$ cat src/rtl/seq_alu.sv
// Handshaked sequential ALU: single-cycle logic/arith/shift ops, iterative shift-add MUL.
// Define SEQ_ALU_MUL_EN to build the multiplier; otherwise opcode 2 completes as illegal.
module seq_alu #(
    parameter int WIDTH = 32,
    parameter int SHW   = 5
) (
    input  logic             clk,
    input  logic             rst,
    input  logic             in_valid,
    output logic             in_ready,
    input  logic [3:0]       opcode,
    input  logic [WIDTH-1:0] a,
    input  logic [WIDTH-1:0] b,
    output logic             out_valid,
    input  logic             out_ready,
    output logic [WIDTH-1:0] result,
    output logic [3:0]       flags,
    output logic [1:0]       state_dbg
);
    // Handshake: a request transfers on an edge where in_valid && in_ready;
    // a result transfers on an edge where out_valid && out_ready.
    typedef enum logic [1:0] {
        S_IDLE     = 2'd0,
`ifdef SEQ_ALU_MUL_EN
        S_MUL_BUSY = 2'd1,
`endif
        S_DONE     = 2'd2
    } state_t;

    localparam logic [3:0] OP_ADD = 4'd0;
    localparam logic [3:0] OP_SUB = 4'd1;
`ifdef SEQ_ALU_MUL_EN
    localparam logic [3:0] OP_MUL = 4'd2;
`endif
    localparam logic [3:0] OP_OR  = 4'd3;
    localparam logic [3:0] OP_AND = 4'd4;
    localparam logic [3:0] OP_XOR = 4'd5;
    localparam logic [3:0] OP_LSL = 4'd6;
    localparam logic [3:0] OP_LSR = 4'd7;
    localparam logic [3:0] OP_ROR = 4'd8;

    state_t state, next_state;

    logic [WIDTH-1:0] result_q;
    logic [3:0]       flags_q;

    logic [SHW-1:0]   sh;
    logic [SHW:0]     rot_left;
    logic [WIDTH:0]   add_ext;
    logic [WIDTH-1:0] sub_res;
    logic [WIDTH:0]   lsl_ext;
    logic [WIDTH:0]   lsr_ext;
    logic [WIDTH-1:0] alu_res;
    logic             alu_c;
    logic             alu_v;
    logic [3:0]       alu_flags;

    assign sh       = b[SHW-1:0];
    assign rot_left = (SHW+1)'(WIDTH) - {1'b0, sh};
    assign add_ext  = {1'b0, a} + {1'b0, b};
    assign sub_res  = a - b;
    // Carry bit rides in the extra position of each extended shift.
    assign lsl_ext  = {1'b0, a} << sh;
    assign lsr_ext  = {a, 1'b0} >> sh;

    always_comb begin
        alu_res = '0;
        alu_c   = 1'b0;
        alu_v   = 1'b0;
        case (opcode)
            OP_ADD: begin
                alu_res = add_ext[WIDTH-1:0];
                alu_c   = add_ext[WIDTH];
                alu_v   = (a[WIDTH-1] == b[WIDTH-1]) && (alu_res[WIDTH-1] != a[WIDTH-1]);
            end
            OP_SUB: begin
                alu_res = sub_res;
                alu_c   = (a >= b);
                alu_v   = (a[WIDTH-1] != b[WIDTH-1]) && (sub_res[WIDTH-1] != a[WIDTH-1]);
            end
            OP_OR:  alu_res = a | b;
            OP_AND: alu_res = a & b;
            OP_XOR: alu_res = a ^ b;
            OP_LSL: begin
                alu_res = lsl_ext[WIDTH-1:0];
                alu_c   = lsl_ext[WIDTH];
            end
            OP_LSR: begin
                alu_res = lsr_ext[WIDTH:1];
                alu_c   = lsr_ext[0];
            end
            OP_ROR: begin
                alu_res = (a >> sh) | (a << rot_left);
                alu_c   = alu_res[WIDTH-1];
            end
            default: alu_res = '0;
        endcase
    end

    assign alu_flags = {alu_res[WIDTH-1], alu_res == '0, alu_c, alu_v};

`ifdef SEQ_ALU_MUL_EN
    // acc holds {partial high, remaining multiplier bits / product low}.
    logic [2*WIDTH-1:0] acc;
    logic [WIDTH-1:0]   mcand;
    logic [SHW:0]       cnt;
    logic [WIDTH:0]     mul_sum;
    logic [2*WIDTH-1:0] mul_next;
    logic               mul_last;
    logic               is_mul;

    assign is_mul   = (opcode == OP_MUL);
    assign mul_sum  = {1'b0, acc[2*WIDTH-1:WIDTH]} + (acc[0] ? {1'b0, mcand} : '0);
    assign mul_next = {mul_sum, acc[WIDTH-1:1]};
    assign mul_last = (cnt == (SHW+1)'(WIDTH-1));
`endif

    always_ff @(posedge clk) begin
        if (rst) state <= S_IDLE;
        else     state <= next_state;
    end

    always_comb begin
        next_state = state;
        case (state)
            S_IDLE: begin
                if (in_valid) begin
`ifdef SEQ_ALU_MUL_EN
                    next_state = is_mul ? S_MUL_BUSY : S_DONE;
`else
                    next_state = S_DONE;
`endif
                end
            end
`ifdef SEQ_ALU_MUL_EN
            S_MUL_BUSY: if (mul_last) next_state = S_DONE;
`endif
            S_DONE: if (out_ready) next_state = S_IDLE;
            default: next_state = S_IDLE;
        endcase
    end

    always_comb begin
        in_ready  = (state == S_IDLE);
        out_valid = (state == S_DONE);
        state_dbg = state;
    end

    always_ff @(posedge clk) begin
        if (rst) begin
            result_q <= '0;
            flags_q  <= '0;
`ifdef SEQ_ALU_MUL_EN
            acc      <= '0;
            mcand    <= '0;
            cnt      <= '0;
`endif
        end else begin
            case (state)
                S_IDLE: begin
                    if (in_valid) begin
`ifdef SEQ_ALU_MUL_EN
                        if (is_mul) begin
                            acc   <= {{WIDTH{1'b0}}, b};
                            mcand <= a;
                            cnt   <= '0;
                        end else begin
                            result_q <= alu_res;
                            flags_q  <= alu_flags;
                        end
`else
                        result_q <= alu_res;
                        flags_q  <= alu_flags;
`endif
                    end
                end
`ifdef SEQ_ALU_MUL_EN
                S_MUL_BUSY: begin
                    acc <= mul_next;
                    cnt <= cnt + 1'b1;
                    if (mul_last) begin
                        result_q <= mul_next[WIDTH-1:0];
                        flags_q  <= {mul_next[WIDTH-1], mul_next[WIDTH-1:0] == '0,
                                     1'b0, |mul_next[2*WIDTH-1:WIDTH]};
                    end
                end
`endif
                default: ;
            endcase
        end
    end

    assign result = result_q;
    assign flags  = flags_q;

endmodule

$ cat config.mk
export PLATFORM = sky130hd
export DESIGN_NAME = seq_alu
export DESIGN_NICKNAME = d
export VERILOG_FILES = /design/src/rtl/seq_alu.sv
export SDC_FILE = /design/constraint.sdc
export NUM_CORES = 1
export LEC_CHECK = 0
export CORE_MARGIN = 8
export CORE_UTILIZATION = 35
export DETAILED_ROUTE_END_ITERATION = 6
export SKIP_CTS_REPAIR_TIMING = 1
export SLEW_MARGIN = 20
export SYNTH_ARGS = -nofsm -noshare
export SYNTH_HDL_FRONTEND = slang
export SYNTH_SLANG_ARGS = --single-unit
$ cat constraint.sdc
create_clock -name clk -period 7.09 [get_ports clk]
set_clock_uncertainty 0.15 [all_clocks]
set_input_delay 0.709 -clock clk [delete_from_list [all_inputs] [get_ports clk]]
set_output_delay 0.709 -clock clk [all_outputs]
set_load 0.02 [all_outputs]
== Word-level counts from Yosys, hierarchy flattened ==
Cells that the tools add are included.
Cells by class
  equality and inequality tests: 14
  multiplexer cells: 6
  reduce and logical (&&, ||, !) cells: 7
  order comparisons: 1
  add/subtract/negate cells: 3
  shift operators: 4
  bitwise logic cells: 4
Operator list (count)
  32-bit case mux with 8 select lines: 1
  32-bit bitwise OR: 2
  32-bit by 32-bit adder with 33-bit output: 1
  32-bit by 5-bit left shift with 33-bit output: 1
  33-bit by 5-bit right shift with 33-bit output: 1
  32-bit bitwise AND: 1
  32-bit greater-or-equal comparator: 1
  32-bit logical NOT: 1
  32-bit by 6-bit left shift with 32-bit output: 1
  32-bit by 5-bit right shift with 32-bit output: 1
  32-bit subtractor: 1
  32-bit XOR: 1
  4-bit by 3-bit equality test with 1-bit output, second input constant: 4
  6-bit by 5-bit subtractor with 6-bit output, first input constant: 1
  1-bit case mux with 5 select lines: 1
  4-bit by 1-bit equality test with 1-bit output, second input constant: 1
  4-bit by 2-bit equality test with 1-bit output, second input constant: 1
  4-bit equality test, second input constant: 1
  4-bit logical NOT: 1
  2-bit two-way mux: 2
  2-bit case mux with 2 select lines: 1
  2-bit AND reduction: 2
  1-bit != test: 3
  2-bit equality test, second input constant: 1
  6 further kinds: 7
Storage, ports and cells
  bits of input ports: 72
  bits in registers: 38
  word-level logic and storage cells: 42

== Longest topological paths before layout ==
  word-level depth: 5
  gate-level depth with buffers: 20

== Least setup slack after synthesis ==
OpenSTA, ideal clock, no wires.
  path kind: in2reg
  from: input b[1]
  to: register flags_q[2], in the netlist flags[2]
  setup time: 59 ps
  data arrival time: 5305 ps
  path slack: 1576 ps
  path buffers: 5
  stages: 17
  cell sequence: buf_2 inv_2 buf_1 clkbuf_1 buf_1 ha_1 buf_2 mux4_2 mux2_4 a222oi_1 o221ai_1 or4_1 a211o_1 or4_1 nor4_2 and4_1 a31o_1
On the way
  longest elaborated chain between the ends: 5
  elaborated cells on any way between the ends: 13
  classes of those cells: add/sub: 3; shift: 4; mux: 1; bitwise: 4; reduce/logical: 1
Ends and longest elaborated chain
  from (decl): RTL line 13  | input logic [WIDTH-1:0] b,
  6-bit by 5-bit subtractor with 6-bit output: RTL line 59  | assign rot_left = (SHW+1)'(WIDTH) - {1'b0, sh};
  32-bit by 6-bit left shift with 32-bit output: RTL line 93  | alu_res = (a >> sh) | (a << rot_left);
  32-bit bitwise OR: RTL line 93
  32-bit case mux with 8 select lines *: RTL line 70  | case (opcode)
  32-bit logical NOT *: RTL line 100  | assign alu_flags = {alu_res[WIDTH-1], alu_res == '0, alu_c, alu_v};
  to (signal assigned): RTL line 173  | flags_q <= alu_flags;
  to (decl): RTL line 45  | logic [3:0] flags_q;
Mark *: on every way between the ends. The rest lies on a longest branch, timed or not.
A chain may end at the register's enable or synchronous reset.

== Worst setup path after layout ==
  from: input a[12]
  to: register flags_q[2], in the netlist flags[2]
On the way
  longest elaborated chain between the ends: 4
  elaborated cells on any way between the ends: 12
  classes of those cells: add/sub: 2; shift: 4; mux: 1; bitwise: 4; reduce/logical: 1
Ends and longest elaborated chain
  from (decl): RTL line 12  | input logic [WIDTH-1:0] a,
  parallel branches: the longest is 2 deep, another holds 32-bit subtractor
  32-bit case mux with 8 select lines *: RTL line 70
  32-bit logical NOT *: RTL line 100
Mark *: on every way between the ends.

==> metrics.txt <==
CTS tree yes; Rows 69; Cell Area, Placed 14000 um^2; Worst Path Required 7.18 ns; DR vias between 15000 and 20000; max frequency 172 MHz; PD cells 118 nW/um^2; largest family of logic cells by synthesized area compound AO/OA/AOI/OAI gates; Yosys Warn Count 0; Compound-Gate Fraction of Synth Area 32.2%; status completed; clock tree buffer depth 2; mux contribution to synthesized area between 10% and 20%; Area Overhead vs Synth 13.9%; Slew HR 15.7%; final wirelength 71000 um; GRT Util Overall 32.7%; routed len/inst 31.3 um; leakage between 5 and 6 nW; initial antenna violation count 2; setup TNS 0 ns; drt via density 6.77; Die X 204 um; DRC 0; Sink Count 36; Max Cap Viol 0; Layout Utilization 40.2%; Tcrit/Tclk final 82.1%; TritonRoute pass-1 iters 6; Async S/R FF share, synth 0%; clock slew at reported path FFs 0.07 ns; Routed Antenna Nets 0; XOR/XNOR Fraction of Synth Area approximately 1.8%; CP max FO 14; H-tree depth 2; die height 204 um; Setup CP Type input pin to flop; Worst setup SP type input pin; Total Power 1.68 mW; Worst VDD drop between 0.15 and 0.2 mV; gpl congestion 1.04; RSZ-0062 raised after global routing false; Seq/Total Area, Yosys 5.80%; Initial Utilization between 30% and 40%; number of enable flip-flop cells after synthesis 0; register-to-register setup slack a little under 4 ns; Die Area 41800 um^2; synth unique cells 87; final max-slew violation count 0; dpl ws 1.19 ns; post-synthesis cell count 1767; synthesized flop and latch total 36; worst-margin pin slew 1.23 ns; DRT iter0 DRCs between 2000 and 2500; largest net degree at the start of global routing 93; Hold WC Path Type flop to flop; Root Buffer clkbuf_16; Mapped Area between 10000 and 15000 um^2; Synth Area in Simple Gates 20.9%; final worst slack 1.27 ns; vias in the first global route 14800; total CTS buffers 5; first-pass GRT wire length 102000 um; IO buf count 110; total grt overflow 0; final instance area 14100 um^2; Syn Nets 1946; area of the core 35200 um^2; post-DP HPWL 55400 um; # setup viols final 0; minimum clock period 5.82 ns; Mean Syn Cell Area 7.03 um^2; Worst Path Arrival 5.91 ns; share of post-route cells with drive strength above 1 a little over a tenth; Skew-Pair Late Insertion Delay 0.28 ns; CP Capture Type flop; Final nets 1983; Fin. Hold Viols 0; Synth Area in Adders 10.9%; # IOs 112; Synth Flop Type dfxtp_1
[state kept, by name, indices dropped and copies added (netlist names)]
name,cells
result,32
state_dbg,1
flags,3
[logic make-up after synthesis]
kind of cell | count (synthesis)
xor+xnor | 25
flops | 36
compound gates | 592
buf+inv | 260
simple gates | 556
mux | 190
other cells | 1
fa+ha+maj | 107
[cells in the mapped netlist, drive strengths merged (19+ instances only)]
library cell / number / area, um^2
a211oi: 49 / 368
a21o: 24 / 180
a21oi: 134 / 671
a31oi: 31 / 194
buf: 62 / 347
clkbuf: 89 / 334
dfxtp: 36 / 721
ha: 105 / 1310
inv: 108 / 405
mux2: 39 / 443
mux2i: 113 / 1130
mux4: 38 / 856
nand2: 138 / 518
nand3: 25 / 125
nor2: 215 / 807
nor3: 51 / 267
nor4: 19 / 131
o211ai: 21 / 158
o21ai: 102 / 510
o221ai: 19 / 166
o22ai: 37 / 231
xnor2: 20 / 175
[routing by layer]
layer / global-route usage [%] / vias to the layer above / wire length, um
li1: - / 6705 / -
met1: 42.9 / 7434 / 28800
met2: 50.5 / 1002 / 31000
met3: 6.72 / 213 / 7330
met4: 15.5 / 4 / 3730
met5: 0 / - / 31
[worst paths after layout]
check | cells after the start | endpoint | start
worst max-delay path | 16 | flags[2] | a[12]
worst max register to register | 11 | flags[2] | state_dbg[1]
worst min register to register | 2 | result[22] | result[22]
worst min-delay path | 2 | result[22] | result[22]
[layout make-up]
class                   instances  area [um^2]
diodes                          1         2.50
clock buffers                   5          125
clock inverters                 3         18.8
fillers                      3815        21100
inverters                     109          409
multi-input cells            1471        10700
flip-flops and latches         36          721
well taps                     461          577
repair buffers                181         1640
[where the power goes]
part           leakage [nW]  switching (mW)  internal, mW
combinational          5.50           0.798         0.425
sequential            0.297         0.00903         0.220
clock                0.0736          0.0938         0.130
[per-stage QoR]
stage	hold slack, ns	cells
detailed placement	0.312	2258
global placement	0.296	2258
finish	0.326	2267
global route	0.364	2266
CTS	0.320	2266
floorplan	0.385	1767
[critical path, cell delays in order]
cell and delay, ns:
clkdlybuf4s50_1 1.04, inv_1 0.18, ha_1 0.52, nand4_1 0.24, or2_2 0.35, a21o_1 0.17, and3_1 0.27, a21o_1 0.32
o21ai_0 0.45, a31oi_1 0.22, a21oi_1 0.20, nand2_1 0.08, a2111oi_0 0.61, buf_4 0.24, and4_1 0.17, a31o_1 0.12
[placed cells by master, fill, tap and decap left out, types with 15 or more instances in the layout]
master           instances
o21bai_1                15
inv_1                  105
nor2_1                 215
mux2i_1                113
ha_1                   105
a211oi_1                49
xnor2_1                 20
nand2b_1                17
mux2_2                  34
clkdlybuf4s50_1        106
a22oi_1                 16
a221oi_1                16
o21ai_0                 89
a31oi_1                 31
o211ai_1                21
a21o_1                  24
and3_1                  16
mux4_2                  38
a21oi_1                134
o22ai_1                 37
nor4_1                  16
nand2_1                138
o221ai_1                19
nor3_1                  50
nand3_1                 25
buf_4                   71
dfxtp_1                 36
(Power assumes the default switching activity.)
